==> config.mk <==
export PLATFORM = sky130hd
export DESIGN_NAME = regfile_sequencer
export DESIGN_NICKNAME = d
export VERILOG_FILES = /design/src/rtl/regfile_pkg.sv /design/src/rtl/regfile_sequencer.sv
export SDC_FILE = /design/constraint.sdc
export NUM_CORES = 1
export LEC_CHECK = 0
export BUFFER_PORTS_ARGS = -buffer_cell sky130_fd_sc_hd__buf_2
export CAP_MARGIN = 15
export CELL_PAD_IN_SITES_DETAIL_PLACEMENT = 0
export CELL_PAD_IN_SITES_GLOBAL_PLACEMENT = 1
export CORE_MARGIN = 2
export CORE_UTILIZATION = 44
export CTS_CLUSTER_DIAMETER = 60
export DETAILED_ROUTE_END_ITERATION = 12
export PLACE_DENSITY_LB_ADDON = 0.25
export SLEW_MARGIN = 10
export SYNTH_ARGS = -nofsm -noshare
export SYNTH_HDL_FRONTEND = slang
export SYNTH_SLANG_ARGS = --single-unit
==> constraint.sdc <==
create_clock -name clk -period 5.1 [get_ports clk]
set_clock_uncertainty 0.1 [all_clocks]
set_input_delay 1.02 -clock clk [delete_from_list [all_inputs] [get_ports clk]]
set_output_delay 1.02 -clock clk [all_outputs]
set_load 0.03 [all_outputs]
==> src/rtl/regfile_pkg.sv <==
// ============================================================================
//  regfile_pkg : shared widths, opcodes and sequencer state encoding for the
//                8x16 register file and its command sequencer.
//  Rev 1.0
// ============================================================================
`default_nettype none

package regfile_pkg;

  localparam int N    = 16;
  localparam int AW   = 3;
  localparam int NREG = 1 << AW;

  localparam logic [1:0] OP_LDI = 2'b00;
  localparam logic [1:0] OP_MOV = 2'b01;
  localparam logic [1:0] OP_ADD = 2'b10;
  localparam logic [1:0] OP_RD  = 2'b11;

  typedef enum logic [2:0] {
    S_IDLE = 3'd0,
    S_RD_S = 3'd1,
    S_RD_D = 3'd2,
    S_WR   = 3'd3,
    S_DONE = 3'd4
  } state_e;

endpackage

`default_nettype wire

==> src/rtl/regfile_sequencer.sv <==
// ============================================================================
//  regfile_sequencer : command-driven initiator for the register file; turns
//                      LDI/MOV/ADD/RD commands into read/write port sequences.
//  Rev 1.0
// ============================================================================
`default_nettype none

module regfile_sequencer
  import regfile_pkg::*;
(
  input  logic          clk,
  input  logic          rst_n,
  input  logic          cmd_valid,
  output logic          cmd_ready,
  input  logic [1:0]    cmd_op,
  input  logic [AW-1:0] cmd_rd,
  input  logic [AW-1:0] cmd_rs,
  input  logic [N-1:0]  cmd_imm,
  output logic [AW-1:0] rf_writenum,
  output logic          rf_write,
  output logic [N-1:0]  rf_data_in,
  output logic [AW-1:0] rf_readnum,
  input  logic [N-1:0]  rf_data_out,
  output logic          done,
  output logic [N-1:0]  rsp_data,
  output logic          carry
);

  state_e        state_q,   state_d;
  logic [1:0]    op_q,      op_d;
  logic [AW-1:0] rd_q,      rd_d;
  logic [AW-1:0] readnum_q, readnum_d;
  logic [N-1:0]  a_q,       a_d;
  logic [N-1:0]  result_q,  result_d;
  logic          cnext_q,   cnext_d;
  logic [N-1:0]  rsp_q,     rsp_d;
  logic          carry_q,   carry_d;

  logic          accept;
  logic [N:0]    sum;

  assign accept = cmd_valid && (state_q == S_IDLE);
  assign sum    = {1'b0, a_q} + {1'b0, rf_data_out};

  always_comb begin
    state_d   = state_q;
    op_d      = op_q;
    rd_d      = rd_q;
    readnum_d = readnum_q;
    a_d       = a_q;
    result_d  = result_q;
    cnext_d   = cnext_q;
    rsp_d     = rsp_q;
    carry_d   = carry_q;

    case (state_q)
      S_IDLE: begin
        if (accept) begin
          op_d = cmd_op;
          rd_d = cmd_rd;
          if (cmd_op == OP_LDI) begin
            result_d = cmd_imm;
            cnext_d  = 1'b0;
            state_d  = S_WR;
          end else begin
            // Read port is registered so rf_* never sees a comb path from cmd_*.
            readnum_d = cmd_rs;
            state_d   = S_RD_S;
          end
        end
      end
      S_RD_S: begin
        a_d = rf_data_out;
        case (op_q)
          OP_MOV: begin
            result_d = rf_data_out;
            cnext_d  = 1'b0;
            state_d  = S_WR;
          end
          OP_ADD: begin
            readnum_d = rd_q;
            state_d   = S_RD_D;
          end
          default: begin
            rsp_d   = rf_data_out;
            state_d = S_DONE;
          end
        endcase
      end
      S_RD_D: begin
        {cnext_d, result_d} = sum;
        state_d             = S_WR;
      end
      S_WR: begin
        // Result and carry are published together on entry to DONE.
        rsp_d   = result_q;
        carry_d = cnext_q;
        state_d = S_DONE;
      end
      S_DONE: begin
        state_d = S_IDLE;
      end
      default: begin
        state_d = S_IDLE;
      end
    endcase
  end

  always_ff @(posedge clk or negedge rst_n) begin
    if (!rst_n) begin
      state_q   <= S_IDLE;
      op_q      <= OP_LDI;
      rd_q      <= '0;
      readnum_q <= '0;
      a_q       <= '0;
      result_q  <= '0;
      cnext_q   <= 1'b0;
      rsp_q     <= '0;
      carry_q   <= 1'b0;
    end else begin
      state_q   <= state_d;
      op_q      <= op_d;
      rd_q      <= rd_d;
      readnum_q <= readnum_d;
      a_q       <= a_d;
      result_q  <= result_d;
      cnext_q   <= cnext_d;
      rsp_q     <= rsp_d;
      carry_q   <= carry_d;
    end
  end

  assign cmd_ready   = (state_q == S_IDLE);
  assign rf_write    = (state_q == S_WR);
  assign done        = (state_q == S_DONE);
  assign rf_writenum = rd_q;
  assign rf_data_in  = result_q;
  assign rf_readnum  = readnum_q;
  assign rsp_data    = rsp_q;
  assign carry       = carry_q;

endmodule

`default_nettype wire

==> out/summary.txt <==
Status -> complete, no violations
Initial antenna violation count -> 0
Final wirelength -> 9.23 mm
Cell Area, Synth -> 3560 sq um
Synth top area cells -> dfrtp_1 43%, ha_1 6.7%, mux2_2 5.4%, o22ai_1 4.8%, o21ai_0 3.9%
Hold Path Class -> reg2reg
Row count -> 32
# port buffers -> 84
Routing usage on met3 -> 3.93%
Worst vdd ir -> 0.000276 V
Synth Register Bits -> 61
Share of cells above drive strength 1 -> 29.5%
Peak Freq -> 0.286 GHz
CTS tree -> built
Clock latency on the worst-skew pair -> 0.34 ns
M2 GR Usage -> 33.3%
Dpl ws -> 1.96 ns
Post-cts hold buffer count -> 0
Slowest stage cell, crit path -> dfrtp_1
Gate power share -> 58.5%
Num ports -> 85
Vias -> 3042
Placed cell areas -> 4030 sq um
Psw -> 1.52 mW
Final Hold Fails -> 0
Synth cell count leaders -> 61 x dfrtp_1, 37 x nand2_1, 28 x o21ai_0, 27 x o22ai_1, 23 x nor2_1
Measured slew at the worst slew-check pin -> 1.06 ns
Final ANT Viol Nets -> 0
Synth Warn # -> 0
Syn Nets -> 433
Worst setup margin -> 1.60 ns
CORE AREA -> 7770 sq um
Worst path cell trace -> nor2b_1 -> and2_1 -> buf_2
H-tree depth -> 3
Largest family of logic cells by synthesized area -> compound AO/OA/AOI/OAI gates
Pre-antenna DRT Iters -> 4
R2R Setup Slk -> 2.53 ns
CTS Buffer Depth -> 2
FFs w/ async S/R, synth -> 100%
RSZ-0062 raised after global routing -> false
Compound-Gate Fraction of Synth Area -> 24.1%
Setup bufs post-CTS -> 0
CP Capture Type -> output port
Gr busiest metal -> met2
Pwr/cell area -> 738 nW/um^2
Endpoints failing setup -> 0
Mux cell area share after synthesis -> 6.23%
GPL Wtd Cong -> 0.844
Setup Total Neg Slack -> 0 ns
Worst Hold Margin -> 0.376 ns
Post-Synth XOR/XNOR Area -> 2.96%
Adder-cell share of the synthesized area -> 7.25%
Final min period -> 3.50 ns
Clk root buf -> clkbuf_8
Nets@finish -> 509
DP HPWL -> 6.62 mm
Total Power -> 3.10 mW
Leakage -> 1.95 nW
Synth top area share -> 42.9%
Startpoint types -> register
Vias in the first global route -> 2902
Critical Path AT -> 2.38 ns
Sw Ratio -> 49.1%
DRC Markers -> 0
Slew HR -> 29.6%
First-pass GRT wire length -> 15.0 mm
Critical Path End -> rf_write
Crit Reg-Reg Startpoint -> state_q[0]
CTS resizes -> 0
Clk pwr share -> 11.9%
# diodes -> 0
Top_reg_cell synth -> dfrtp_1
Clock input transition at the sequential cells of the worst setup and hold paths -> 0.08 ns
Post-layout util -> 54.0%
Yosys cell types -> 56
Final Instance Area -> 4200 sq um
Layout Cells excl Fill -> 553
FF+latch area -> 1530 sq um
Syn_area_per_cell -> 9.61 sq um
Layout area overhead -> 18.0%
CP Launch Point -> state_q[0]
WL/cell -> 16.7 um
Fin crit share -> 68.7%
Die width -> 93.9 um
Yosys top cell by area -> dfrtp_1
Max incr delay on CP -> 0.75 ns
Worst Path Required -> 3.98 ns
Mapped Cells -> 370
Filler cell count in the final layout -> 746
M1 GR Usage -> 32.2%
R2R depth -> 5
Vias per cell -> 5.50
Flop pwr share -> 29.5%
CTS sink cnt -> 61
Internal power -> 1.58 mW
Crit Path Class -> reg2out
Simple-gate share of the synthesized area -> 11.9%
Initial DRC Count -> 132
Die H -> 93.9 um
Terminus of the critical flop-to-flop path -> rf_data_in[8]
Area taken by multi-input logic gates -> 1870 sq um
Crit path max fanout -> 21
Die area -> 8820 sq um
EDFF count, synth -> 0
Congestion Overflow GR -> 0
Final Max Slew Viols -> 0
Global Route Usage Sum -> 22.0%
Inserted Clock Buffers -> 9
Largest net degree at the start of global routing -> 62
Count leader, synth -> dfrtp_1
Post-synthesis sequential area ratio -> 42.9%
Number of max-cap violations -> 0
Starting Density -> 45.8%
Inst Count DP -> 537
==> how the worst min path moves through the flow <==
stage                 startpoint           end  slack, ns  depth (start not counted)
global placement     rsp_data[3]   rsp_data[3]       0.36                          2
CTS                  rsp_data[8]   rsp_data[8]       0.38                          2
finish               rsp_data[8]   rsp_data[8]       0.38                          2
detailed placement   rsp_data[8]   rsp_data[8]       0.37                          2
global route        rsp_data[10]  rsp_data[10]       0.40                          2
floorplan                cnext_q       cnext_q       0.37                          1
==> flip-flops by register name (all words and copies together) (netlist names) <==
signal	count
a_q	16
carry	1
cnext_q	1
op_q	2
rf_data_in	16
rf_readnum	3
rf_writenum	3
rsp_data	16
state_q	3
==> metal layers <==
layer	vias up	routed length, um
met5	-	0
met4	0	61
met3	6	654
met2	90	4130
met1	1450	4390
li1	1496	-
==> cell families (layout without fill, tap and decap cells) <==
family / Yosys count / after routing
simple gates: 88 / 88
xor+xnor: 12 / 12
buf+inv: 39 / 120
flops: 61 / 61
mux: 20 / 20
compound gates: 130 / 130
fa+ha+maj: 20 / 20
==> final cells by class <==
type	count	area share, %
timing repair buffer	86	10.4
clock buffer	9	2.95
sequential	61	36.4
tap	102	3.04
clock inverter	7	1.01
inverter	18	1.61
multi-input combinational	270	44.6
==> layout by cell type (no fill, tap or decap), types with 3 or more instances in the layout <==
cell type / netlist / routed
mux2i_1: 3 / 3
nor2_1: 23 / 23
clkbuf_8: 0 / 9
ha_1: 19 / 19
o21ai_0: 28 / 28
a21oi_1: 20 / 20
clkinvlp_4: 0 / 3
xnor2_1: 7 / 7
nor3_1: 5 / 5
a221oi_1: 11 / 11
o22ai_1: 27 / 27
nand3_1: 3 / 3
nand2_1: 37 / 37
buf_2: 8 / 84
a31oi_1: 4 / 4
xor2_1: 5 / 5
clkinv_2: 0 / 4
inv_1: 17 / 17
o21ai_1: 11 / 10
mux2_2: 17 / 17
dfrtp_1: 61 / 61
nor2b_1: 4 / 4
a21o_1: 8 / 8
o21bai_1: 3 / 3
==> critical path, delay by kind of cell, from the launching register on <==
kind                   cells  cell delay, ns
buffers and inverters      1            0.33
AND/OR/NAND/NOR            2            0.96
flip-flops                 1            0.75
==> power groups by stage <==
stage | clock network (mW) | logic, mW | registers [mW]
after floorplan | 0 | 1.13 | 1.16
after global placement | 0 | 1.80 | 0.913
after detailed placement | 0 | 1.82 | 0.924
after CTS | 0.383 | 1.82 | 0.916
after global routing | 0.408 | 1.99 | 0.949
final | 0.370 | 1.81 | 0.914
Note: power is estimated with default switching activity, not from simulation.
